==> config.mk <==
export PLATFORM = sky130hd
export DESIGN_NAME = alu_operand_stage
export DESIGN_NICKNAME = d
export VERILOG_FILES = /design/src/rtl/alu_operand_stage_pkg.sv /design/src/rtl/alu_fwd_mux.sv /design/src/rtl/alu_operand_stage.sv
export SDC_FILE = /design/constraint.sdc
export NUM_CORES = 1
export LEC_CHECK = 0
export ABC_AREA = 1
export CORE_AREA = 2 2 117 119
export DETAILED_ROUTE_END_ITERATION = 10
export DIE_AREA = 0 0 119 121
export PLACE_DENSITY = 0.86
export SLEW_MARGIN = 15
export SYNTH_ARGS = -nofsm -noshare
export SYNTH_HDL_FRONTEND = slang
export SYNTH_SLANG_ARGS = --single-unit
==> constraint.sdc <==
create_clock -name clk -period 4.2 [get_ports clk]
set_clock_uncertainty 0.15 [all_clocks]
set_input_delay 0.63 -clock clk [delete_from_list [all_inputs] [get_ports clk]]
set_output_delay 0.63 -clock clk [all_outputs]
set_load 0.02 [all_outputs]
==> src/rtl/alu_operand_stage_pkg.sv <==
// Shared constants for the ALU operand stage: widths, ALU opcodes, forward-select codes.
// Forwarding is enabled by defining ALU_OPERAND_FWD_EN.
package alu_operand_stage_pkg;

    localparam int XLEN_DEF   = 32;
    localparam int REG_AW_DEF = 5;

    localparam logic [2:0] ALU_AND  = 3'b000;
    localparam logic [2:0] ALU_OR   = 3'b001;
    localparam logic [2:0] ALU_ADD  = 3'b010;
    localparam logic [2:0] ALU_XOR  = 3'b011;
    localparam logic [2:0] ALU_NOR  = 3'b100;
    localparam logic [2:0] ALU_SRL  = 3'b101;
    localparam logic [2:0] ALU_SUB  = 3'b110;
    localparam logic [2:0] ALU_SLTU = 3'b111;

    localparam logic [1:0] FWD_NONE = 2'd0;
    localparam logic [1:0] FWD_EXM  = 2'd1;
    localparam logic [1:0] FWD_WB   = 2'd2;

endpackage

==> src/rtl/alu_fwd_mux.sv <==
// Picks the freshest value for one source register; EX/MEM beats MEM/WB, x0 is never forwarded.
// Combinational; with ALU_OPERAND_FWD_EN undefined it passes the registered value through.
module alu_fwd_mux
    import alu_operand_stage_pkg::*;
#(
    parameter int XLEN   = XLEN_DEF,
    parameter int REG_AW = REG_AW_DEF
) (
    input  logic [REG_AW-1:0] i_src_addr,
    input  logic [XLEN-1:0]   i_reg_val,
    input  logic [REG_AW-1:0] i_exm_rd,
    input  logic              i_exm_we,
    input  logic [XLEN-1:0]   i_exm_res,
    input  logic [REG_AW-1:0] i_wb_rd,
    input  logic              i_wb_we,
    input  logic [XLEN-1:0]   i_wb_data,
    output logic [XLEN-1:0]   o_val
);

`ifdef ALU_OPERAND_FWD_EN
    logic [1:0] w_sel;

    always_comb begin
        w_sel = FWD_NONE;
        if (i_exm_we && (i_exm_rd != '0) && (i_exm_rd == i_src_addr)) begin
            w_sel = FWD_EXM;
        end else if (i_wb_we && (i_wb_rd != '0) && (i_wb_rd == i_src_addr)) begin
            w_sel = FWD_WB;
        end
    end

    always_comb begin
        case (w_sel)
            FWD_EXM: o_val = i_exm_res;
            FWD_WB:  o_val = i_wb_data;
            default: o_val = i_reg_val;
        endcase
    end
`else
    logic w_unused;
    assign w_unused = ^{i_src_addr, i_exm_rd, i_exm_we, i_exm_res, i_wb_rd, i_wb_we, i_wb_data};
    assign o_val    = i_reg_val;
`endif

endmodule

==> src/rtl/alu_operand_stage.sv <==
// ID/EX register feeding the 32-bit ALU; forwarding enabled by ALU_OPERAND_FWD_EN.
// Latency 1 cycle; single entry, in_ready = !out_valid || out_ready, flush overrides capture.
module alu_operand_stage
    import alu_operand_stage_pkg::*;
#(
    parameter int XLEN   = XLEN_DEF,
    parameter int REG_AW = REG_AW_DEF
) (
    input  logic              clk,
    input  logic              rst,
    input  logic              in_valid,
    output logic              in_ready,
    input  logic              flush,
    input  logic [XLEN-1:0]   rs1_data,
    input  logic [XLEN-1:0]   rs2_data,
    input  logic [XLEN-1:0]   imm,
    input  logic              alu_src,
    input  logic [2:0]        alu_op,
    input  logic [REG_AW-1:0] rs1_addr,
    input  logic [REG_AW-1:0] rs2_addr,
    input  logic [REG_AW-1:0] rd_addr,
    input  logic              reg_write,
    input  logic [REG_AW-1:0] exm_rd,
    input  logic              exm_we,
    input  logic [XLEN-1:0]   exm_res,
    input  logic [REG_AW-1:0] wb_rd,
    input  logic              wb_we,
    input  logic [XLEN-1:0]   wb_data,
    input  logic              out_ready,
    output logic              out_valid,
    output logic [XLEN-1:0]   A,
    output logic [XLEN-1:0]   B,
    output logic [2:0]        ALU_operation,
    output logic [XLEN-1:0]   store_data,
    output logic [REG_AW-1:0] rd_out,
    output logic              reg_write_out
);

    logic              r_valid;
    logic [XLEN-1:0]   r_rs1_data;
    logic [XLEN-1:0]   r_rs2_data;
    logic [XLEN-1:0]   r_imm;
    logic              r_alu_src;
    logic [2:0]        r_alu_op;
    logic [REG_AW-1:0] r_rs1_addr;
    logic [REG_AW-1:0] r_rs2_addr;
    logic [REG_AW-1:0] r_rd_addr;
    logic              r_reg_write;

    logic              w_capture;
    logic [XLEN-1:0]   w_rs1_val;
    logic [XLEN-1:0]   w_rs2_val;

    assign in_ready  = !r_valid || out_ready;
    assign w_capture = in_valid && in_ready && !flush;

    always_ff @(posedge clk or posedge rst) begin
        if (rst) begin
            r_valid     <= 1'b0;
            r_rs1_data  <= '0;
            r_rs2_data  <= '0;
            r_imm       <= '0;
            r_alu_src   <= 1'b0;
            r_alu_op    <= ALU_AND;
            r_rs1_addr  <= '0;
            r_rs2_addr  <= '0;
            r_rd_addr   <= '0;
            r_reg_write <= 1'b0;
        end else begin
            // Flush only kills the valid bit; stale data is masked by out_valid.
            if (flush) begin
                r_valid <= 1'b0;
            end else if (w_capture) begin
                r_valid <= 1'b1;
            end else if (out_ready) begin
                r_valid <= 1'b0;
            end
            if (w_capture) begin
                r_rs1_data  <= rs1_data;
                r_rs2_data  <= rs2_data;
                r_imm       <= imm;
                r_alu_src   <= alu_src;
                r_alu_op    <= alu_op;
                r_rs1_addr  <= rs1_addr;
                r_rs2_addr  <= rs2_addr;
                r_rd_addr   <= rd_addr;
                r_reg_write <= reg_write;
            end
        end
    end

    alu_fwd_mux #(.XLEN(XLEN), .REG_AW(REG_AW)) u_fwd_rs1 (
        .i_src_addr (r_rs1_addr),
        .i_reg_val  (r_rs1_data),
        .i_exm_rd   (exm_rd),
        .i_exm_we   (exm_we),
        .i_exm_res  (exm_res),
        .i_wb_rd    (wb_rd),
        .i_wb_we    (wb_we),
        .i_wb_data  (wb_data),
        .o_val      (w_rs1_val)
    );

    alu_fwd_mux #(.XLEN(XLEN), .REG_AW(REG_AW)) u_fwd_rs2 (
        .i_src_addr (r_rs2_addr),
        .i_reg_val  (r_rs2_data),
        .i_exm_rd   (exm_rd),
        .i_exm_we   (exm_we),
        .i_exm_res  (exm_res),
        .i_wb_rd    (wb_rd),
        .i_wb_we    (wb_we),
        .i_wb_data  (wb_data),
        .o_val      (w_rs2_val)
    );

    assign out_valid     = r_valid;
    assign A             = w_rs1_val;
    assign B             = r_alu_src ? r_imm : w_rs2_val;
    assign ALU_operation = r_alu_op;
    assign store_data    = w_rs2_val;
    assign rd_out        = r_rd_addr;
    assign reg_write_out = r_valid && r_reg_write;

endmodule

Word level (Yosys, flattened, before mapping)
Cells that the tools add are included.

Bits of input ports: 197. Register bits after elaboration: 107. Output and inout port bits: 107. Word-level logic and storage cells: 19.

Reductions and logical operators: 7. Muxes and demuxes: 4.

Operators by type and width (number): $mux 32 (1); $logic_and 1x1->1 (3); $mux 1 (3); $reduce_bool 3->1 (1); $logic_not 1->1 (2); $logic_or 1x1->1 (1).

Depth between registers and ports, before layout
Word-level depth: 6. Depth in mapped cells: 7. Mapped depth without buffers: 5.

Cells and area by module
A second synthesis with hierarchy kept.

Cell total of the unflattened synthesis: 678. Area total of the unflattened synthesis: 5541.6 µm².

Modules (own cells, without submodules): alu_operand_stage (area each 5061.1 µm², instances 1, seq. area each 2927.8 µm², cells an instance 614); alu_fwd_mux (area each 240.2 µm², instances 2, seq. area each 0.0 µm², cells an instance 32).

Least setup slack after synthesis
No wires, ideal clock.

Kind: input to output. From: input out_ready. To: output in_ready. Path buffers: 1. Stages: 3. Setup slack: 2.234 ns. Required time: 3.420 ns. Arrival: 1.186 ns. Cell sequence: inv_1 -> nand2_2 -> buf_1.

Word-level cells in the longest chain between the ends: 1.

RTL lines: from (decl) (RTL line alu_operand_stage.sv:29) `input logic out_ready,`; $logic_or 1x1->1 (RTL line alu_operand_stage.sv:54) `assign in_ready = !r_valid || out_ready;`; to (decl) (RTL line alu_operand_stage.sv:12) `output logic in_ready,`.

No other way between the ends.

Worst setup path in the final report
From: register r_alu_src. To: output B[19].

Word-level cells in the longest chain between the ends: 1.

RTL lines: from (decl) (RTL line alu_operand_stage.sv:43) `logic r_alu_src;`; from (signal assigned) (RTL line alu_operand_stage.sv:82) `r_alu_src <= alu_src;`; $mux 32 (RTL line alu_operand_stage.sv:118) `assign B = r_alu_src ? r_imm : w_rs2_val;`; to (decl) (RTL line alu_operand_stage.sv:32) `output logic [XLEN-1:0] B,`.

No other way between the ends.

==> results.cfg <==
[finish]
area_growth_pct = 55.7
multi_input_area_um2 = 1650
fill_cells = 1169
antenna_cells = 0
final_cell_mix = nand2_1 (245), clkdlybuf4s50_1 (217), dfrtp_1 (106), nand3_1 (106), inv_1 (35)
layout_commonest_cell = nand2_1
nets = 961
drive_above_1_share_pct = 3.25
regArea_um2 = 2680

[clock_tree]
cts_setup_buffers = 0
numCtsBuffers = 9
clock_latency_ns = 0.33
clk_pin_slew_ns = 0.07
cts_tree = yes
cts_resized = 0
cts_sinks = 107
cts-root-buf = clkbuf_16
cts_hold_buf = 0
htreeDepth = 3
ctsLongestPathBuffers = 2

[power_and_ir_drop]
irDropWorstVdd_mv = 0.212
p_leak_nw = 3.48
p_per_area_nw_per_um2 = 426

[timing]
maxSlewHeadroom_pct = 26.8
rsz0062_at_grt = no
hold_violations = 0
worst_pin_slew_ns = 1.10
period_minus_slack_ns = 3.16
fin_setup_tns_ns = 0
holdWs_ns = 0.321
fmax_mhz = 317
slew_viol_final = 0
finalSetupViolCount = 0
post-route-period-util_pct = 75.1
fin_ws_ns = 1.04

[drt]
antenna_left = 0
drt-initial-drc-count = 307
vias_per_cell = 4.69
dr.pass1.iters = 4
route.detailed.wl_per_inst_um = 14.2
drc = 0
drt_wl_total_um = 13400
vias = 4432

[job]
max-cap-violations = 0

[setup_path]
crit_fanout = 65
worst_setup_path_start_kind = register
endpoint_kind = output pin
crit_family = flip-flops
critical_path.cell_chain = nand2_1 -> o21ai_0 -> clkdlybuf4s50_1
criticalPathCategory = reg -> out
max_stage_delay_ns = 1.05
required_ns = 3.42
cp_num_buf_inv = 1
crit_arrival_ns = 2.38
cp_slowest_cell = dfrtp_2

[yosys]
synth_warnings = 0
ys_types = 12
syn_area_per_cell_um2 = 8.12
syn_nets = 767
seq_area_frac_synth_pct = 57.9
synth_top_area_cell = dfrtp_1
synth_top_area_share_pct = 57.9
synth_area_um2 = 4630
netlist_instances = 570
synth-seq-cells = 107
yosys-top-cells-area = dfrtp_1 (58%), nand2_1 (20%), nand3_1 (11%), o21ai_0 (3.5%), inv_1 (2.9%)

[floorplanning]
pin_count = 304
row_count = 42
initial_utilization_pct = 35.4
die_w_um = 119
fp.coreArea_um2 = 13100
design.die.area_um2 = 14400
dieHeight_um = 121

[placed_design]
gp_congestion = 0.801
dp.final_hpwl_um = 8880
place_ws_ns = 1.39
port_buffers = 217

[grt]
grt-ovfl-total = 0
grt_start_max_net_pins = 107
grt_pass1_vias = 4357
grt_pass1_wl_um = 21500
antenna_found_initial = 0
grtUsageTotal_pct = 18.7

[run_status]
outcome = completed

[hold_path]
hp-class = reg -> reg
==> state kept, by name, indices dropped and copies added (netlist names) <==
name           flops
ALU_operation      3
out_valid          1
r_alu_src          1
r_imm             32
r_reg_write        1
r_rs1_data        32
r_rs2_data        32
rd_out             5
==> cells in the mapped netlist <==
cell type / count
nand3_1: 106
nand2_2: 2
o21ai_0: 32
nor2_4: 1
buf_1: 4
nand2_1: 245
buf_2: 14
a21oi_1: 1
clkbuf_1: 20
dfrtp_1: 107
inv_1: 36
buf_4: 2
==> where the power goes <==
group	switching [mW]	leakage, nW	internal, mW
logic	0.483	2.02	0.460
registers	0.116	1.32	1.18
clock network	0.368	0.136	0.461
total	0.968	3.48	2.10
==> layer usage <==
layer | global-route usage, % | vias to the layer above | wire [µm]
met5 | 0 | - | 0
met4 | 7.22 | 0 | 301
met3 | 4.51 | 22 | 973
met2 | 31.3 | 160 | 6470
met1 | 23.6 | 2076 | 5680
li1 | - | 2174 | -
==> cell families (layout without fill, tap and decap cells) <==
| group | Yosys count | count (layout) | synth area share, % |
|---|---|---|---|
| flops | 107 | 107 | 57.9 |
| buf+inv | 76 | 275 | 6.71 |
| compound gates | 33 | 33 | 3.57 |
| simple gates | 354 | 354 | 31.9 |
==> stage by stage <==
stage	std cells	area [µm²]	total power [mW]	utilization, %
floorplan	570	4630	1.74	-
global placement	929	6920	2.24	52.8
detailed placement	929	6920	2.27	52.8
CTS	945	7200	3.11	55.0
global route	945	7200	3.23	55.0
finish	945	7200	3.07	55.0
==> cell type report <==
cell class	count	area share [%]
timing repair buffer	223	31.0
multi-input combinational	387	22.9
inverter	36	1.91
tap	176	3.06
sequential	107	37.2
clock inverter	5	0.764
clock buffer	11	3.23
==> tightest hold or removal path, delay by kind of cell (launching register included) <==
family,cells,cell delay [ns]
simple gates,2,0.10
flops,1,0.34
==> final timing paths <==
path	to	depth (start not counted)	slack [ns]	from
max	B[19]	3	1.04	r_alu_src$_DFFE_PP0P_
min	rd_out[0]$_DFFE_PP0P_	2	0.32	rd_out[0]$_DFFE_PP0P_
max reg2reg	r_rs2_data[19]$_DFFE_PP0P_	4	2.57	out_valid$_DFFE_PP0P_
min reg2reg	rd_out[0]$_DFFE_PP0P_	2	0.32	rd_out[0]$_DFFE_PP0P_
max in group asynchronous	r_rs1_data[6]$_DFFE_PP0P_	3	2.43	rst
min in group asynchronous	r_rs1_data[20]$_DFFE_PP0P_	2	0.63	rst
Power figures use the tool's default switching activity.
